[src/rtl/riscv_pkg.sv]
// Shared RISC-V definitions for the front end of the pipeline: opcode
// constants, the canonical NOP and helpers that slice instruction fields.
package riscv_pkg;

    // Base-ISA opcodes that the hazard decode must distinguish.
    localparam logic [6:0] OP_LUI    = 7'b0110111;
    localparam logic [6:0] OP_AUIPC  = 7'b0010111;
    localparam logic [6:0] OP_JAL    = 7'b1101111;
    localparam logic [6:0] OP_RTYPE  = 7'b0110011;
    localparam logic [6:0] OP_STORE  = 7'b0100011;
    localparam logic [6:0] OP_BRANCH = 7'b1100011;

    // addi x0, x0, 0 -- what IF/ID holds when it carries no real instruction.
    localparam logic [31:0] NOP_INSTR = 32'h0000_0013;

    localparam int unsigned XLEN    = 64;
    localparam int unsigned ILEN    = 32;
    localparam int unsigned REG_W   = 5;

    // Field slices shared by every decoder in the pipeline.
    function automatic logic [6:0] instr_op(input logic [ILEN-1:0] instr);
        return instr[6:0];
    endfunction

    function automatic logic [REG_W-1:0] instr_rs1(input logic [ILEN-1:0] instr);
        return instr[19:15];
    endfunction

    function automatic logic [REG_W-1:0] instr_rs2(input logic [ILEN-1:0] instr);
        return instr[24:20];
    endfunction

    function automatic logic [REG_W-1:0] instr_rd(input logic [ILEN-1:0] instr);
        return instr[11:7];
    endfunction

endpackage

[src/rtl/fetch_ifid_hazard_detect.sv]
// Load-use hazard detector for the instruction sitting in ID. Purely
// combinational: decides which source registers the instruction really reads
// and compares them with the destination of a load currently in EX.
module hazard_detect
    import riscv_pkg::*;
(
    input  logic [6:0]       op,
    input  logic [REG_W-1:0] rs1,
    input  logic [REG_W-1:0] rs2,
    input  logic             ifid_valid,
    input  logic             idex_mem_read,
    input  logic [REG_W-1:0] idex_rd,
    output logic             uses_rs1,
    output logic             uses_rs2,
    output logic             load_use
);

    logic rs1_hit;
    logic rs2_hit;

    // Source-operand decode: U-type and JAL have no rs1 field, only R/S/B read rs2.
    always_comb begin
        uses_rs1 = 1'b1;
        uses_rs2 = 1'b0;
        if (op == OP_LUI || op == OP_AUIPC || op == OP_JAL) begin
            uses_rs1 = 1'b0;
        end
        if (op == OP_RTYPE || op == OP_STORE || op == OP_BRANCH) begin
            uses_rs2 = 1'b1;
        end
    end

    // Stall only when a real ID instruction reads a non-x0 register a load in EX writes.
    always_comb begin
        rs1_hit  = uses_rs1 && (rs1 == idex_rd);
        rs2_hit  = uses_rs2 && (rs2 == idex_rd);
        load_use = ifid_valid && idex_mem_read && (idex_rd != '0) && (rs1_hit || rs2_hit);
    end

endmodule

[src/rtl/fetch_ifid.sv]
// Instruction fetch plus the IF/ID pipeline register. Owns the PC, latches
// the fetched word for decode, stalls one cycle on load-use hazards and
// redirects on branches resolved in EX. idex_bubble feeds the ID/EX stall
// input so the EX slot becomes a NOP whenever fetch stalls or flushes.
//
// ifid_valid marks a real instruction in ID; it is cleared on a redirect so
// the flushed slot carries a NOP and never raises a hazard of its own.
module fetch_ifid
    import riscv_pkg::*;
#(
    parameter logic [63:0] RESET_PC = 64'h0,
    parameter int unsigned PC_STEP  = 4,
    parameter int unsigned CNT_W    = 32
) (
    input  logic             clk,
    input  logic             reset,
    input  logic [31:0]      instr_in,
    input  logic             branch_taken,
    input  logic [63:0]      branch_target,
    input  logic             idex_Mem_Read,
    input  logic [4:0]       idex_rd,
    output logic [63:0]      pc_fetch,
    output logic [63:0]      ifid_PC_out,
    output logic [31:0]      ifid_instr_out,
    output logic             ifid_valid,
    output logic             idex_bubble,
    output logic [CNT_W-1:0] stall_count,
    output logic [CNT_W-1:0] flush_count
);

    logic [63:0]      pc_q,         pc_d;
    logic [63:0]      ifid_pc_q,    ifid_pc_d;
    logic [31:0]      ifid_instr_q, ifid_instr_d;
    logic             ifid_valid_q, ifid_valid_d;
    logic [CNT_W-1:0] stall_cnt_q,  stall_cnt_d;
    logic [CNT_W-1:0] flush_cnt_q,  flush_cnt_d;

    logic uses_rs1;
    logic uses_rs2;
    logic load_use;

    hazard_detect u_hazard (
        .op            (instr_op(ifid_instr_q)),
        .rs1           (instr_rs1(ifid_instr_q)),
        .rs2           (instr_rs2(ifid_instr_q)),
        .ifid_valid    (ifid_valid_q),
        .idex_mem_read (idex_Mem_Read),
        .idex_rd       (idex_rd),
        .uses_rs1      (uses_rs1),
        .uses_rs2      (uses_rs2),
        .load_use      (load_use)
    );

    // Next-state selection: redirect beats stall beats normal sequential fetch.
    always_comb begin
        pc_d         = pc_q;
        ifid_pc_d    = ifid_pc_q;
        ifid_instr_d = ifid_instr_q;
        ifid_valid_d = ifid_valid_q;
        stall_cnt_d  = stall_cnt_q;
        flush_cnt_d  = flush_cnt_q;
        if (branch_taken) begin
            // Target used as-is; the ID slot is squashed and a pending stall is moot.
            pc_d         = branch_target;
            ifid_pc_d    = '0;
            ifid_instr_d = NOP_INSTR;
            ifid_valid_d = 1'b0;
            flush_cnt_d  = flush_cnt_q + CNT_W'(1);
        end else if (load_use) begin
            // Hold PC and IF/ID; the same word is fetched again next cycle.
            stall_cnt_d  = stall_cnt_q + CNT_W'(1);
        end else begin
            ifid_pc_d    = pc_q;
            ifid_instr_d = instr_in;
            ifid_valid_d = 1'b1;
            pc_d         = pc_q + 64'(PC_STEP);
        end
    end

    // State registers; reset discards any in-flight stall or redirect.
    always_ff @(posedge clk or posedge reset) begin
        if (reset) begin
            pc_q         <= RESET_PC;
            ifid_pc_q    <= '0;
            ifid_instr_q <= NOP_INSTR;
            ifid_valid_q <= 1'b0;
            stall_cnt_q  <= '0;
            flush_cnt_q  <= '0;
        end else begin
            pc_q         <= pc_d;
            ifid_pc_q    <= ifid_pc_d;
            ifid_instr_q <= ifid_instr_d;
            ifid_valid_q <= ifid_valid_d;
            stall_cnt_q  <= stall_cnt_d;
            flush_cnt_q  <= flush_cnt_d;
        end
    end

    // Output drive; the bubble is same-cycle so ID/EX captures a NOP at this edge.
    always_comb begin
        pc_fetch       = pc_q;
        ifid_PC_out    = ifid_pc_q;
        ifid_instr_out = ifid_instr_q;
        ifid_valid     = ifid_valid_q;
        stall_count    = stall_cnt_q;
        flush_count    = flush_cnt_q;
        idex_bubble    = load_use || branch_taken;
    end

endmodule

[config.mk]
export PLATFORM = sky130hd
export DESIGN_NAME = fetch_ifid
export DESIGN_NICKNAME = d
export VERILOG_FILES = /design/src/rtl/riscv_pkg.sv /design/src/rtl/fetch_ifid_hazard_detect.sv /design/src/rtl/fetch_ifid.sv
export SDC_FILE = /design/constraint.sdc
export NUM_CORES = 1
export LEC_CHECK = 0
export ABC_CLOCK_PERIOD_IN_PS = 9400
export CELL_PAD_IN_SITES_DETAIL_PLACEMENT = 0
export CELL_PAD_IN_SITES_GLOBAL_PLACEMENT = 2
export CORE_ASPECT_RATIO = 1.4
export CORE_MARGIN = 2
export CORE_UTILIZATION = 28
export DETAILED_ROUTE_END_ITERATION = 8
export PLACE_DENSITY = 0.84
export SETUP_SLACK_MARGIN = 0.1
export SYNTH_ARGS = -nofsm -noshare
export SYNTH_HDL_FRONTEND = slang
export SYNTH_SLANG_ARGS = --single-unit
[constraint.sdc]
create_clock -name clk -period 9.4 [get_ports clk]
set_input_delay 1.88 -clock clk [delete_from_list [all_inputs] [get_ports clk]]
set_output_delay 1.88 -clock clk [all_outputs]
set_load 0.05 [all_outputs]
==> results.yml <==
synth:
  synth-edff-count: 0
  post_synthesis_share_of_cell_area_spent_on_full_adders_half_adders_and_majority_gates: 0.00339
  synth_top_area_cell: "sky130_fd_sc_hd__dfrtp_1"
  synth_compound_area_frac: 0.129
  avgSynthCellArea_um2: 9.16
  synthDominantCellAreaShare: 0.502
  synth_flop_cell: "sky130_fd_sc_hd__dfrtp_1"
  synth.distinct_cells: 59
  synth.ff_latch_count: 225
  synthArstFlopShare: 1.00
  netlist_area_um2: 11100
  synth_xor_xnor_area_share: 0.0728
  synth_simple_gate_area_frac: 0.238
  synthesis.instances: 1209
  netlist_top_cells_area: "sky130_fd_sc_hd__dfrtp_1 (50%), sky130_fd_sc_hd__nand2_1 (9.4%), sky130_fd_sc_hd__xnor2_1 (4.7%)"
  synth_sequential_area_ratio: 0.509
  post_syn_nets: 1317
  mux_share_of_post_synthesis_cell_area: 0.00983
  synth_warnings: 0
  synth_top_family_by_area: "simple AND/OR/NAND/NOR gates"
sta:
  timing_worst_slew_pin_value_ps: 1020
  relSlewSlack: 0.319
  report.final.slew_viol_count: 0
  timing.setup.tns_ps: 0
  layout_min_cycle_time_ps: 6930
  fmax_ghz: 0.144
  timing.final.crit_share: 0.737
  grt_setup_unrepaired: "no"
  setup_ws_ps: 2470
  setup_viol: 0
  worst_clock_skew_ps: 19.2
  report.final.hold_viol_count: 0
setup_path:
  slowest_stage: "sky130_fd_sc_hd__clkdlybuf4s50_1"
  cp.buffers_inverters: 2
  cp_cell_sequence: "clkdlybuf4s50_1 > or3_1 > o311a_2 > and4_4 > a21oi_4 > nand2_1 > clkdlybuf4s50_1"
  critical_path.endpoint_type: "primary output"
  setup_crit_start: "idex_rd[0]"
  reg_to_reg_end: "pc_fetch[41]"
  cp_top_family: "buffers and inverters"
  worstPathRequired_ps: 7520
  ff2ff_path_depth: 6
  critical_path.startpoint_type: "primary input"
  critical-path-max-stage-delay_ps: 860
  worst_ep_arrival_time_ps: 5050
  cp_common_cell: "sky130_fd_sc_hd__clkdlybuf4s50_1"
  setup.reg_to_reg.worst_slack_ps: 5590
  worst_setup_path_category: "in -> out"
  timing.critical_path.fanout_max: 27
  reg2reg_from: "ifid_valid"
die:
  dieWidth_um: 172
  die_area_um2: 41200
  initial_utilization: 0.283
  fp.dieH_um: 239
  design.portCount: 331
  num_rows: 86
  core_ar_um2: 39200
clock_tree:
  cts.reportedPaths.clkPinSlew_ps: 60
  tritoncts_clock_tree: "yes"
  cts.root.buffer_cell: "sky130_fd_sc_hd__clkbuf_16"
  cts_num_sinks: 225
  clk-insertion-delay-late_ps: 550
  hold_buffers: 0
  cts_max_path_buffers: 3
  inserted_clock_buffers: 26
  post_cts.resized_instances: 0
  h-tree-depth: 1
  post-cts-setup-buffers: 0
place:
  gp_congestion: 0.806
  place_ws_ps: 2450
  dpl-instance-area_um2: 14800
  io_buffer_count: 330
  dp_hpwl_um: 27900
grt:
  wire_length_of_the_first_global_routing_pass_um: 60000
  grt_start_max_net_pins: 91
  vias_in_the_first_global_route: 10100
  leftover_overflow_at_the_end_of_global_routing: 0
  globalRouteTotalUtil: 0.188
  antenna_found_initial: 7
final_layout:
  nNetsFinal: 1611
  final_instance_area_um2: 15800
  fillers: 3948
  final_cell_mix: "sky130_fd_sc_hd__clkdlybuf4s50_1 (329), sky130_fd_sc_hd__nand2_1 (277), sky130_fd_sc_hd__dfrtp_1 (222)"
  drive_above_1_share: 0.0624
  mostFrequentLayoutCell: "sky130_fd_sc_hd__clkdlybuf4s50_1"
  final_util: 0.403
  syn_to_final_growth_pct: 42.5
route:
  drt_iter0_drc: 646
  detail_route.drc_violations: 0
  wl_met2_um: 20400
  vias_per_cell: 4.92
  firstDrtPassIters: 5
  dr_wl_met3_um: 2570
  via_count: 10100
  drt_wl_total_um: 39700
  top_layer: "met5"
  routed_wire_length_per_instance_um: 19.3
  final_antenna_net_count: 0
  wl_met1_um: 15900
worst_hold_path:
  hold_path_class: "reg -> reg"
  hold_path_depth: 1
  hold_end: "flush_count[31]"
  hp-start: "flush_count[31]"
flow_run:
  drv.max_cap_violation_count: 0
pwr:
  power-per-cell-area_nw_per_um2: 184
  static-leakage-power_nw: 6.40
  vdd.ir_drop.worst_v: 0.000118
outcome:
  result_of_the_run: "completed"
[cells by family (layout without fill, tap and decap cells)]
| logic type | Yosys count | in the layout |
|---|---|---|
| simple gates | 570 | 570 |
| fa+ha+maj | 3 | 3 |
| mux | 10 | 10 |
| flops | 225 | 225 |
| buf+inv | 97 | 411 |
| compound gates | 212 | 212 |
| xor+xnor | 92 | 92 |
| other cells | 0 | 3 |
[final cells by class]
| cell class | instances | area [um2] | share of cell area |
|---|---|---|---|
| Clock inverter | 16 | 218 | 0.0138 |
| Clock buffer | 32 | 744 | 0.0472 |
| Multi-Input combinational cell | 887 | 5050 | 0.320 |
| Inverter | 23 | 93.8 | 0.00595 |
| Antenna cell | 3 | 7.51 | 0.000476 |
| Timing Repair Buffer | 340 | 3380 | 0.214 |
| Sequential cell | 225 | 5630 | 0.357 |
| Tap cell | 528 | 661 | 0.0419 |
[stage by stage]
stage	hold WS (ps)	cells	power, mW
finish	469	2054	2.90
global route	501	2054	3.02
CTS	477	2051	2.95
detailed placement	463	2003	1.79
global placement	462	2003	1.78
floorplan	598	1209	1.52
[routing by layer]
layer	global-route usage	up-vias
met5	0	-
met4	0.0502	8
li1	-	4826
met2	0.333	274
met3	0.0421	57
met1	0.227	4934
[where the power goes]
| part | total, mW | switching [mW] | leakage, nW | internal (mW) |
|---|---|---|---|---|
| Sequential | 1.13 | 0.0927 | 2.84 | 1.04 |
| Clock | 1.14 | 0.441 | 0.476 | 0.700 |
| Combinational | 0.630 | 0.411 | 3.09 | 0.220 |
| Total | 2.90 | 0.944 | 6.40 | 1.96 |
[sequential cells by signal (all words and copies together), names as in the netlist]
signal	flops
ifid_PC_out	64
pc_fetch	64
flush_count	32
ifid_instr_out	32
stall_count	32
ifid_valid	1
[worst max path at each step]
stage / to / slack [ps] / cells after the start
2_1_floorplan: flush_count[0] / 1360 / 1
3_3_place_gp: idex_bubble / 2490 / 7
3_5_place_dp: idex_bubble / 2450 / 7
4_1_cts: idex_bubble / 2430 / 7
5_1_grt: idex_bubble / 2380 / 7
6_report: idex_bubble / 2470 / 7
[cells in the mapped netlist, types with 15 or more instances]
cell type and number:
sky130_fd_sc_hd__nand4_1 42, sky130_fd_sc_hd__a21oi_1 97, sky130_fd_sc_hd__xnor2_1 60, sky130_fd_sc_hd__nor3_1 23, sky130_fd_sc_hd__clkbuf_1 51, sky130_fd_sc_hd__or4_1 18
sky130_fd_sc_hd__o21ai_0 15, sky130_fd_sc_hd__xor2_1 32, sky130_fd_sc_hd__nand2_1 277, sky130_fd_sc_hd__inv_1 23, sky130_fd_sc_hd__nor2_1 83, sky130_fd_sc_hd__nand3_1 63
sky130_fd_sc_hd__dfrtp_1 222, sky130_fd_sc_hd__a31oi_1 28
[worst register-to-register path, delay by kind of cell (launching register included)]
family	cells	cell delay, ps
buf+inv	1	730
compound gates	3	1570
simple gates	2	1000
flops	1	350
No activity file was read; power rests on OpenSTA's default activity.
